## src/rtl/uart_frame_decoder.sv

```systemverilog
// Byte-stream frame decoder: SYNC, CMD, LEN(0..4), payload, XOR checksum.
// Reports good frames and aborts (checksum, bad length, inter-byte timeout).
module uart_frame_decoder #(
    parameter int          TIMEOUT_CYCLES = 100000,
    parameter logic [7:0]  SYNC_BYTE      = 8'hA5
) (
    input  logic        clk,
    input  logic        rst,
    input  logic [7:0]  rx_byte,
    input  logic        rx_valid,
    output logic [7:0]  cmd_out,
    output logic [31:0] payload_out,
    output logic [2:0]  len_out,
    output logic        frame_valid,
    output logic        frame_err,
    output logic [1:0]  err_code,
    output logic [7:0]  err_count
);

    localparam int CNT_W = $clog2(TIMEOUT_CYCLES + 1);

    typedef enum logic [2:0] {
        S_IDLE,
        S_CMD,
        S_LEN,
        S_PAYLOAD,
        S_CSUM
    } state_t;

    state_t           r_state;
    state_t           w_next;
    logic [CNT_W-1:0] r_idle_cnt;
    logic [7:0]       r_cmd;
    logic [7:0]       r_csum;
    logic [2:0]       r_len;
    logic [2:0]       r_idx;
    logic [31:0]      r_pay;
    logic             w_timeout;
    logic             w_good;
    logic             w_abort;
    logic [1:0]       w_code;

    // A byte arriving on the expiring cycle wins over the timeout.
    always_comb begin
        w_next    = r_state;
        w_good    = 1'b0;
        w_abort   = 1'b0;
        w_code    = 2'd0;
        w_timeout = (r_state != S_IDLE) && !rx_valid &&
                    (r_idle_cnt == CNT_W'(TIMEOUT_CYCLES - 1));
        if (w_timeout) begin
            w_next  = S_IDLE;
            w_abort = 1'b1;
            w_code  = 2'd3;
        end else if (rx_valid) begin
            case (r_state)
                S_IDLE: begin
                    if (rx_byte == SYNC_BYTE) w_next = S_CMD;
                end
                S_CMD: w_next = S_LEN;
                S_LEN: begin
                    if (rx_byte == 8'd0) begin
                        w_next = S_CSUM;
                    end else if (rx_byte <= 8'd4) begin
                        w_next = S_PAYLOAD;
                    end else begin
                        w_next  = S_IDLE;
                        w_abort = 1'b1;
                        w_code  = 2'd2;
                    end
                end
                S_PAYLOAD: begin
                    if (r_idx + 3'd1 == r_len) w_next = S_CSUM;
                end
                S_CSUM: begin
                    w_next = S_IDLE;
                    if (rx_byte == r_csum) begin
                        w_good = 1'b1;
                    end else begin
                        w_abort = 1'b1;
                        w_code  = 2'd1;
                    end
                end
                default: w_next = S_IDLE;
            endcase
        end
    end

    always_ff @(posedge clk) begin
        if (rst) begin
            r_state    <= S_IDLE;
            r_idle_cnt <= '0;
        end else begin
            r_state <= w_next;
            if (rx_valid || (r_state == S_IDLE) || w_timeout) begin
                r_idle_cnt <= '0;
            end else begin
                r_idle_cnt <= r_idle_cnt + CNT_W'(1);
            end
        end
    end

    // Working copy of the frame being assembled; checksum accumulates from CMD on.
    always_ff @(posedge clk) begin
        if (rst) begin
            r_cmd  <= '0;
            r_csum <= '0;
            r_len  <= '0;
            r_idx  <= '0;
            r_pay  <= '0;
        end else if (rx_valid) begin
            case (r_state)
                S_IDLE: begin
                    r_pay <= '0;
                    r_idx <= '0;
                end
                S_CMD: begin
                    r_cmd  <= rx_byte;
                    r_csum <= rx_byte;
                end
                S_LEN: begin
                    r_len  <= rx_byte[2:0];
                    r_csum <= r_csum ^ rx_byte;
                end
                S_PAYLOAD: begin
                    r_pay[{r_idx[1:0], 3'b000} +: 8] <= rx_byte;
                    r_idx  <= r_idx + 3'd1;
                    r_csum <= r_csum ^ rx_byte;
                end
                default: ;
            endcase
        end
    end

    always_ff @(posedge clk) begin
        if (rst) begin
            cmd_out     <= '0;
            payload_out <= '0;
            len_out     <= '0;
            frame_valid <= 1'b0;
            frame_err   <= 1'b0;
            err_code    <= '0;
            err_count   <= '0;
        end else begin
            frame_valid <= w_good;
            frame_err   <= w_abort;
            if (w_good) begin
                cmd_out     <= r_cmd;
                payload_out <= r_pay;
                len_out     <= r_len;
            end
            if (w_abort) begin
                err_code <= w_code;
                if (err_count != 8'hFF) err_count <= err_count + 8'd1;
            end
        end
    end

endmodule

```

## config.mk

```make
export PLATFORM = sky130hd
export DESIGN_NAME = uart_frame_decoder
export DESIGN_NICKNAME = d
export VERILOG_FILES = /design/src/rtl/uart_frame_decoder.sv
export SDC_FILE = /design/constraint.sdc
export NUM_CORES = 1
export LEC_CHECK = 0
export ABC_AREA = 1
export BUFFER_PORTS_ARGS = -buffer_cell sky130_fd_sc_hd__buf_2
export CORE_MARGIN = 2
export CORE_UTILIZATION = 30
export DETAILED_ROUTE_END_ITERATION = 7
export GPL_TIMING_DRIVEN = 0
export PLACE_DENSITY = 0.6
export SLEW_MARGIN = 30
export SYNTH_ARGS = -nofsm -noshare
export SYNTH_HDL_FRONTEND = slang
export SYNTH_SLANG_ARGS = --single-unit
export TNS_END_PERCENT = 20
```

## constraint.sdc

```tcl
create_clock -name clk -period 1.6 [get_ports clk]
set_input_delay 0.48 -clock clk [delete_from_list [all_inputs] [get_ports clk]]
set_output_delay 0.48 -clock clk [all_outputs]
set_load 0.02 [all_outputs]
```

==> run metrics, run 1 <==
PD cells=1340 mW/mm^2; final setup margin=-0.0119 ns; Rel. slew slack=55.6%; root buffer cell=clkbuf_16; crit path time final=1.61 ns; Primary FF master, synth=dfxtp_1; ratio of cells with drive above 1 in the final layout=31.5%; final core occ=41.6%; WL met1=6630 um; Max Clock Freq=620 MHz; Final Skew=0.0130 ns; placed cell areas=0.00616 sq mm; Avg Inst Size Synth=7.69 sq um; Max Cap Viol=0; RR Startpoint=r_state[1]; Final Hold Fails=0; Power, Total=10.1 mW; initial antenna violation count=0; Seq cells post-synth=129; Synth area leaders=dfxtp_1 (46%), a21oi_1 (8.9%), inv_1 (6.4%), nand2_1 (5.9%), o21ai_0 (5.9%); Rows=49; met3 routed WL=724 um; Die Ht=140 um; Worst Path Required=1.89 ns; crit path launch type=register; RSZ-0062 raised after global routing=true; cells after synthesis=723; hold path startpoint=payload_out[14]; register area share after synthesis=46.5%; FF-to-FF setup slack=-0.01 ns; vias in the first global route=4,748; global-route wire length before repair=23,300 um; Final GP Congestion=0.876; Pleak=2.96 nW; GRT Overall Usage=14.9%; fillers=1,800; failing checks=design-rule violations, negative setup slack; clk sinks=129; DP Wirelength=10,000 um; initial core utilization=30.7%; worst min-delay path class=reg2reg; Clock Latency Late Sink=0.42 ns; hold depth=2; share of async-settable or async-resettable flops after synthesis=0%; count leader, synth=dfxtp_1; NumNets Final=856; # diodes=0; Cell Count, Final, Fillers Out=1,079; CTS clk-pin slew, worst paths=0.06 ns; H-tree depth=4; outcome=finished, violations left; dpl cells=1,015; worst slew pin tran=0.667 ns; Synth Cell Area=0.00556 sq mm; largest net degree at the start of global routing=17; CP Class=reg2reg; Final Cycle Share=101%; grt total ovfl=0; final setup violation count=4; Syn. warnings=0; FF-to-FF End=r_pay[7]; Routed WL=14,700 um; R2R cell count=10; final instance area=0.00752 sq mm; Peak supply drop=1.10 mV; Top Metal Used=met4; CTS Buf Count=17; leading area contributor after synthesis=dfxtp_1; EDFF count, synth=0; routed vias=5,146; crit path capture type=register; routed len/inst=13.6 um; CTS tree=done; drt initial violations=256; hold path endpoint=payload_out[14]; IO Count=66; WP data arrival=1.90 ns; Post-Syn Nets=741; Detail Route Antenna Nets=0; Yosys cell types=37; area growth from synthesis to layout=35.4%; Max Slew Vio Count=0; IO Port Bufs=63; Die W=140 um; metal2 WL=7070 um; core box area=0.0181 sq mm; DRC=3; Synth top cells by count=dfxtp_1 (129), a21oi_1 (99), inv_1 (95); Die ar.=0.0196 sq mm; Max clock buf depth=2; worst-path maximum fanout=8; post-synth top area share=46.5%; Via density=4.77; Initial DRT Pass Iterations=8
==> placed cells by master, fill, tap and decap left out, drive strengths merged <==
master    synthesis  final
bufinv            0      2
a22oi             5      5
nor4              4      4
xnor2            12     12
o21ai            72     72
or2               1      1
nor2             69     69
clkinv            1      4
ha                7      7
nand3b            5      5
o22ai             4      4
nand3            29     30
inv             101    103
a211oi            3      3
nand2            93     93
nand4             7      7
nor3             32     32
a21oi           102    102
clkinvlp          0      4
dfxtp           129    129
buf              13    107
nor3b             9      9
xor2              8      8
clkbuf           17     38
==> where the power goes <==
| group | switching, mW | internal, mW |
|---|---|---|
| combinational | 1.56 | 1.07 |
| sequential | 0.170 | 3.46 |
| clock | 1.45 | 2.38 |
| total | 3.18 | 6.91 |
==> layout make-up <==
type | instances | area, sq um | share of cell area (%)
multi-input combinational | 463 | 2840 | 37.8
inverter | 102 | 404 | 5.37
sequential | 129 | 2610 | 34.7
clock inverter | 11 | 128 | 1.70
tap | 229 | 287 | 3.81
buffer | 30 | 196 | 2.61
clock buffer | 20 | 457 | 6.07
timing repair buffer | 95 | 599 | 7.97
==> registers in the layout (all words and copies together), names as in the netlist, 3 cells and up <==
register	count
cmd_out	8
r_pay	32
r_idx	3
len_out	3
r_state	3
err_count	8
r_len	3
r_idle_cnt	17
r_csum	8
r_cmd	8
payload_out	32
==> layer usage <==
metal  global-route usage, %  vias to the layer above
met1                    18.5                     2401
met4                    6.70                        0
met5                       0                        -
li1                        -                     2601
met3                    4.65                       19
met2                    23.7                      125
==> logic make-up (layout without fill, tap and decap cells) <==
group | count (synthesis) | in the layout | share of synthesized area (%)
compound gates | 186 | 186 | 17.7
xor+xnor | 20 | 20 | 3.15
fa+ha+maj | 7 | 7 | 1.58
buf+inv | 132 | 258 | 9.64
flops | 129 | 129 | 46.5
simple gates | 249 | 250 | 21.4
==> worst max-delay path by stage <==
stage,from,endpoint,slack [ns]
CTS,r_idle_cnt[0],r_idle_cnt[12],-0.06
floorplan,rx_valid,err_count[2],0.04
global route,r_state[1],r_csum[2],-0.1
finish,r_state[1],r_pay[7],-0.01
global placement,rx_byte[6],len_out[1],-0.68
detailed placement,rx_byte[6],len_out[1],-0.69
==> critical path, cell delays in order (launching register included) <==
cell and delay [ns]:
dfxtp_2 0.34, inv_2 0.06, nor2_4 0.15, nand2_4 0.09, a21oi_4 0.15, buf_12 0.13, o21ai_4 0.06, buf_12 0.14
buf_2 0.15, a21oi_1 0.15, nor2_1 0.05
==> timing repair <==
action,in CTS,in global routing
pin swaps,5,32
setup buffers,4,25
gates resized for setup,36,124
setup endpoints to repair,86,116
gates cloned,1,3
hold buffers,0,0
==> through the flow <==
stage                     setup TNS [ns]  setup WS, ns  hold slack [ns]
final                            -0.0308       -0.0119            0.438
after global routing               -2.27       -0.0973            0.454
after CTS                         -0.138       -0.0557            0.392
after detailed placement          -34.03        -0.692            0.434
after global placement            -32.66        -0.680            0.430
after floorplan                        0        0.0428            0.418
Note: power is estimated with default switching activity, not from simulation.
==> run 2: changes to the inputs <==
BUFFER_PORTS_ARGS = -buffer_cell sky130_fd_sc_hd__buf_4   (was -buffer_cell sky130_fd_sc_hd__buf_2)
CORE_ASPECT_RATIO = 1.5   (was default)
==> run metrics, run 2 (synthesis gave the netlist of run 1 again) <==
Initial DRT Pass Iterations=5; Sw Ratio=31.1%; worst min-delay path class=in2reg; failing checks=negative setup slack; root buffer cell=clkbuf_16; largest net degree at the start of global routing=17; Routed WL=15,200 um; drt initial violations=254; # diodes=0; pre-CTS WS=-0.812 ns; GRT Overall Usage=15.2%; clk sinks=129; CP Class=reg2reg; Rows=61; Final GP Congestion=0.833; Max Cap Viol=0; Worst Path Required=1.95 ns; initial antenna violation count=1; Die W=115 um; Via density=4.79; Clock Latency Late Sink=0.42 ns; most frequent cells in the layout=dfxtp_1 (118), a21oi_1 (91), inv_1 (86); buffers and inverters on the worst path=3; NetSw=3.20 mW; setup TNS=-0.127 ns; PD cells=1350 mW/mm^2; Max Clock Freq=615 MHz; Final Cycle Share=102%; CTS Buf Count=17; CP delay by family, top=simple AND/OR/NAND/NOR gates; WL met1=5940 um; Max Slew Vio Count=0; IO Port Bufs=63; clock group share of total power=40.2%; P_int=7.09 mW; Die ar.=0.0196 sq mm; met3 routed WL=554 um; crit path launch type=register; NumNets Final=845; RSZ-0062 raised after global routing=true; Die Ht=171 um; H-tree depth=4; outcome=finished, violations left; multi-input logic area=0.00287 sq mm; most common library cell in the layout ignoring fill and taps=dfxtp_1; Cell Chain, Critical Path=inv_2, nor2_4, nand2_4, a21oi_4, buf_6, o21ai_4, buf_4, nor3_4, a21oi_1, nor2_1; fillers=1,861; worst-path maximum fanout=6; routed len/inst=14.3 um; routed vias=5,079; CP max stage delay=0.34 ns; final instance area=0.00760 sq mm; hold buffer count at CTS=0; Detail Route Antenna Nets=0; crit path capture type=register; ratio of cells with drive above 1 in the final layout=29.3%; CTS tree=done; Pleak=2.93 nW; DP Wirelength=10,700 um; Top Metal Used=met5; CP max-delay cell=dfxtp_2; Peak supply drop=0.668 mV; Comb pwr share=24.6%; Final Skew=0.00932 ns; Largest regs=payload_out (32), r_pay (32), r_idle_cnt (17); crit path time final=1.63 ns; WP data arrival=1.97 ns; initial core utilization=30.3%; CTS clk-pin slew, worst paths=0.06 ns; IO Count=66; core box area=0.0183 sq mm; final setup margin=-0.0265 ns; Sequential Power Share=35.2%; area growth from synthesis to layout=36.7%; metal2 WL=8180 um; Seq. cell area=0.00260 sq mm; placed cell areas=0.00631 sq mm; global-route wire length before repair=23,300 um; final setup violation count=9; DRC=0; Rel. slew slack=55.3%; Max clock buf depth=2; Final Hold Fails=0; worst slew pin tran=0.671 ns; grt total ovfl=0; vias in the first global route=4,700
==> run 2: cell count changes in the layout (fill, tap and decap cells not counted), moves of 4 or more <==
cell,change
buf_2,-64
o21ai_0,-8
dfxtp_1,+5
inv_1,+5
o21ai_1,+7
buf_4,+57
clkinv_4,+4
nor3_1,+4
nor3_2,-9
nor3_4,+5
dfxtp_2,-5
==> run 2: cell type report <==
class	instances	share of cell area, %
plain buffers	29	2.39
clock buffers	20	5.88
clock inverters	12	2.39
inverters	102	5.14
multi-input cells	463	37.8
flip-flops and latches	129	34.2
well taps	220	3.62
repair buffers	85	8.60
==> run 2: timing repair <==
item,4_1_cts,5_1_grt
pin swaps,9,23
setup endpoints to repair,87,119
gates resized for setup,49,99
gates cloned,0,2
buffers inserted,9,12
==> run 2: power groups by stage <==
stage / Sequential (mW) / Combinational (mW) / Clock (mW)
final: 3.63 / 2.53 / 4.14
after global routing: 3.65 / 2.75 / 4.37
after CTS: 3.60 / 2.01 / 4.20
after detailed placement: 3.66 / 1.83 / 0
after global placement: 3.66 / 1.81 / 0
after floorplan: 3.67 / 1.37 / 0
==> run 2: final timing paths <==
check                  endpoint  cells after the start  slack [ns]     startpoint
setup reg to reg       r_pay[5]                     10       -0.03     r_state[1]
hold / removal         r_idx[1]                      3        0.43       rx_valid
setup / recovery       r_pay[5]                     10       -0.03     r_state[1]
hold reg to reg   r_idle_cnt[0]                      1        0.44  r_idle_cnt[0]
==> run 2: metrics by stage <==
step	power, mW	util (%)	hold slack, ns	std cells
3_5_place_dp	5.49	34.4	0.437	1006
6_report	10.3	41.5	0.427	1060
4_1_cts	9.81	39.2	0.406	1046
2_1_floorplan	5.03	-	0.418	723
5_1_grt	10.8	41.5	0.434	1060
3_3_place_gp	5.47	34.4	0.433	1006
==> run 2: routing by layer <==
layer,up-vias,global-route usage [%]
met5,-,0
met4,2,7.86
met3,31,3.22
met2,107,27.3
met1,2365,16.5
li1,2574,-
==> run 2: worst reg2reg max path, stage by stage, from the launching register on <==
cell and delay [ns]:
dfxtp_2 0.34, inv_2 0.06, nor2_4 0.14, nand2_4 0.10, a21oi_4 0.27, buf_6 0.15, o21ai_4 0.06, buf_4 0.15
nor3_4 0.16, a21oi_1 0.05, nor2_1 0.08
